===== config.mk =====
export PLATFORM = sky130hd
export DESIGN_NAME = pipelined_nbit_adder
export DESIGN_NICKNAME = d
export VERILOG_FILES = /design/src/rtl/pipelined_nbit_adder.sv
export SDC_FILE = /design/constraint.sdc
export NUM_CORES = 1
export LEC_CHECK = 0
export ABC_AREA = 1
export BUFFER_PORTS_ARGS = -buffer_cell sky130_fd_sc_hd__buf_2
export CAP_MARGIN = 25
export CELL_PAD_IN_SITES_DETAIL_PLACEMENT = 0
export CELL_PAD_IN_SITES_GLOBAL_PLACEMENT = 1
export CORE_MARGIN = 4
export CORE_UTILIZATION = 25
export CTS_CLUSTER_DIAMETER = 100
export DETAILED_ROUTE_END_ITERATION = 8
export GPL_ROUTABILITY_DRIVEN = 0
export PLACE_DENSITY_LB_ADDON = 0.1
export SETUP_SLACK_MARGIN = 0.15
export SLEW_MARGIN = 40
export SYNTH_ARGS = -nofsm -noshare
export SYNTH_HDL_FRONTEND = slang
export SYNTH_SLANG_ARGS = --single-unit

===== constraint.sdc =====
create_clock -name clk -period 3.1 [get_ports clk]
set_input_delay 0.62 -clock clk [delete_from_list [all_inputs] [get_ports clk]]
set_output_delay 0.62 -clock clk [all_outputs]
set_load 0.05 [all_outputs]

===== src/rtl/pipelined_nbit_adder.sv =====
// rtl/pipelined_nbit_adder.sv - pipelined ripple-carry adder/subtractor with a valid/ready stream
// One SEG-bit carry segment is resolved per register stage; all stages advance together.
module pipelined_nbit_adder #(
  parameter int WIDTH = 16,
  parameter int SEG   = 4
) (
  input  logic             clk,
  input  logic             rst,
  input  logic             in_valid,
  output logic             in_ready,
  input  logic [WIDTH-1:0] a,
  input  logic [WIDTH-1:0] b,
  input  logic             cin,
  input  logic             sub,
  output logic             out_valid,
  input  logic             out_ready,
  output logic [WIDTH-1:0] sum,
  output logic             cout,
  output logic             overflow
);

  localparam int STAGES = WIDTH / SEG;

  logic             adv;
  logic [WIDTH-1:0] b_eff;
  logic             c0;

  // Subtraction is folded into the operands once, so every stage is a plain adder.
  assign adv      = !out_valid || out_ready;
  assign in_ready = adv;
  assign b_eff    = sub ? ~b : b;
  assign c0       = sub ? 1'b1 : cin;

  for (genvar k = 0; k < STAGES; k++) begin : g_stage
    localparam int LO   = k * SEG;
    localparam int PEND = WIDTH - LO;

    logic [PEND-1:0]   in_a;
    logic [PEND-1:0]   in_b;
    logic              in_c;
    logic              in_v;
    logic [SEG:0]      seg_sum;
    logic [LO+SEG-1:0] sum_d;
    logic [LO+SEG-1:0] s_q;
    logic              c_q;
    logic              v_q;

    assign seg_sum = {1'b0, in_a[SEG-1:0]} + {1'b0, in_b[SEG-1:0]} + {{SEG{1'b0}}, in_c};

    if (k == 0) begin : g_head
      assign in_a  = a;
      assign in_b  = b_eff;
      assign in_c  = c0;
      assign in_v  = in_valid;
      assign sum_d = seg_sum[SEG-1:0];
    end else begin : g_body
      assign in_a  = g_stage[k-1].g_pass.a_q;
      assign in_b  = g_stage[k-1].g_pass.b_q;
      assign in_c  = g_stage[k-1].c_q;
      assign in_v  = g_stage[k-1].v_q;
      assign sum_d = {seg_sum[SEG-1:0], g_stage[k-1].s_q};
    end

    always_ff @(posedge clk) begin
      if (rst) begin
        v_q <= 1'b0;
        c_q <= 1'b0;
        s_q <= '0;
      end else if (adv) begin
        v_q <= in_v;
        c_q <= seg_sum[SEG];
        s_q <= sum_d;
      end
    end

    // Operand bits not yet consumed travel with their carry to the next stage.
    if (PEND > SEG) begin : g_pass
      logic [PEND-SEG-1:0] a_q;
      logic [PEND-SEG-1:0] b_q;

      always_ff @(posedge clk) begin
        if (rst) begin
          a_q <= '0;
          b_q <= '0;
        end else if (adv) begin
          a_q <= in_a[PEND-1:SEG];
          b_q <= in_b[PEND-1:SEG];
        end
      end
    end

    if (k == STAGES - 1) begin : g_tail
      logic ov_q;

      // The last segment holds the operand MSBs, so overflow is decided here.
      always_ff @(posedge clk) begin
        if (rst) begin
          ov_q <= 1'b0;
        end else if (adv) begin
          ov_q <= (in_a[SEG-1] == in_b[SEG-1]) && (seg_sum[SEG-1] != in_a[SEG-1]);
        end
      end

      assign out_valid = v_q;
      assign sum       = s_q;
      assign cout      = c_q;
      assign overflow  = ov_q;
    end
  end

endmodule


==> results.ini <==
[timing]
setup_viol=0
period_needed_ns=2.150
fin_ws_ns=0.9501
tns_ns=0
fin_skew_ns=0.006686
fmax_ghz=0.4651
post-route-period-util_pct=69.35
worst_pin_slew_ns=0.7497
rsz0062_at_grt=no
hold_viol_final=0
relSlewSlack_pct=50.02
slew_viol_final=0

[grt]
grt_remaining_overflow=0
grt_pass1_wl_um=15440
grt_max_degree=91
first_global_vias=3039
antenna_found_initial=0
grt.total_usage_pct=10.75

[logic_synthesis]
async_flop_share_pct=0
synth_top_family_by_area=compound AO/OA/AOI/OAI gates
synthDistinctLibCells=22
yosys_register_bits=97
yosys_warnings=0
synth_edf_count=0
ys_seq_area_share_pct=48.74
synthFlopType=dfxtp_1
synthesis.area_mm2=0.003984
synthSimpleGateAreaFrac_pct=16.24
synthCells=487
syn_nets=545
syn_area_per_cell_um2=8.180
yosys.area_share.adder_pct=7.789
synth-xor-area-share_pct=4.397
synthMuxAreaShare_pct=0
synth_compound_area_share_pct=16.93

[pwr]
powerDensity_mw_per_mm2=631.4
clock_power_share_pct=42.6
swShare_pct=24.39
switching_power_mw=0.7344
p_seq_share_pct=46.4
p_int_mw=2.276
comb_power_share_pct=11.0
peakVddDrop_mv=0.2544
p_leak_nw=2.240

[die]
start_util_pct=25.82
core_mm2=0.01543
die_h_um=134.2
pin_count=58
num_rows=45
die_area_mm2=0.01802
die_w_um=134.2

[clock_tree]
hold_buffers=0
worst_skew_pair.late_latency_ns=0.34
clk_pin_slew_ns=0.06
cts.sinks=97
htreeDepth=3
cts_resized=0
tritoncts=yes
cts_buffers=9
cts_root_buffer=clkbuf_16
cts_setup_buffers=0
clockBufferDepth=2

[setup_path]
crit_path_start_kind=input port
arrival_ns=1.53
path_max_fanout=27
worstSetupEndpointType=output pin
crit_type=input port to output pin
required_ns=2.48

[finish]
fin_util_pct=30.91
diodes=0
nets=585
area_growth_pct=19.69
layout_common_cells=nor2_1, dfxtp_1, o21ai_0
final_common_cell=nor2_1
fin_area_mm2=0.004768
drive_gt1_share_pct=15.07

[detailed_routing]
route.detailed.drc=0
wirelength_um=9258
vias=3105
wire_per_inst_um=12.48
post_drt_via_cell_ratio=4.185
dr.pass1.iters=4
postRouteAntennaNets=0
dr.first_iter.drc_count=143

[outcome]
status=complete, no violations

[job]
max_cap_violations=0

[min_path]
hp-class=flop to flop

[placement]
dpl_cell_area_mm2=0.004425
io_buffer_count=57
dp_hpwl_um=5951
dpl_worst_slack_ns=0.6674

-- synthesized netlist by cell type, types with 3 or more instances --
cell type / count / share of area [%]
a21oi_1: 33 / 4.1
buf_2: 5 / 0.63
buf_4: 4 / 0.75
buf_6: 3 / 0.85
clkbuf_1: 20 / 1.9
dfxtp_1: 97 / 49
fa_1: 8 / 4.0
ha_1: 12 / 3.8
inv_1: 18 / 1.7
nand2_1: 14 / 1.3
nand3_1: 8 / 1.0
nor2_1: 139 / 13
nor3_1: 3 / 0.38
o21ai_0: 87 / 11
o21ai_1: 9 / 1.1
o21bai_1: 3 / 0.57
xnor2_1: 15 / 3.3
xor2_1: 5 / 1.1
-- area by class of cell --
type | instances | area (µm²)
clock buffer | 10 | 239.0
multi-input combinational | 339 | 1807
tap | 211 | 264.0
clock inverter | 5 | 103.9
sequential | 97 | 1942
inverter | 19 | 72.57
timing repair buffer | 61 | 340.3
fill | 1730 | 10660
-- critical path, cell delays in order --
cell and delay (ns):
buf_2 0.13, nor2_4 0.12, clkinv_2 0.30, buf_2 0.34
-- through the flow --
step | total power [mW] | hold WS [ns] | instances
after CTS | 3.075 | 0.4536 | 742
after global placement | 1.761 | 0.4456 | 727
final | 3.011 | 0.4614 | 742
after detailed placement | 1.766 | 0.4522 | 727
after floorplan | 1.658 | 0.4205 | 487
after global routing | 3.173 | 0.4609 | 742
-- sequential cells by signal, indices dropped and copies added (netlist names) --
name and count:
g_stage.g_pass.b_q 24, overflow 1, g_stage.g_pass.a_q 24, cout 1
out_valid 1, g_stage.v_q 3, g_stage.s_q 24, g_stage.c_q 3
sum 16
-- worst paths after layout --
path,depth (start not counted),end,from,slack [ns]
worst max-delay path,4,in_ready,out_ready,0.95
worst max register to register,6,g_stage[1].c_q,g_stage[0].c_q,1.33
worst min register to register,2,g_stage[1].g_pass.b_q[3],g_stage[0].g_pass.b_q[7],0.46
worst min-delay path,2,g_stage[1].g_pass.b_q[3],g_stage[0].g_pass.b_q[7],0.46
-- cells by family after synthesis --
| group | after synthesis |
|---|---|
| AND/OR/NAND/NOR | 166 |
| AO/OA/AOI/OAI | 133 |
| flip-flops | 97 |
| buffers and inverters | 51 |
| XOR/XNOR | 20 |
| adder cells (fa/ha/maj) | 20 |
-- power groups by stage --
stage	Combinational (mW)	Sequential (mW)	Clock, mW
after floorplan	0.195	1.46	0
after global placement	0.335	1.43	0
after detailed placement	0.339	1.43	0
after CTS	0.340	1.40	1.34
after global routing	0.382	1.41	1.38
final	0.332	1.40	1.28
-- per-layer routing --
layer | track usage [%] | wire length [µm] | vias up
li1 | - | - | 1670
met1 | 15.14 | 4931 | 1383
met2 | 15.56 | 3844 | 42
met3 | 3.151 | 338 | 10
met4 | 3.903 | 144 | 0
met5 | 0 | 0 | -
Power figures use the tool's default switching activity.
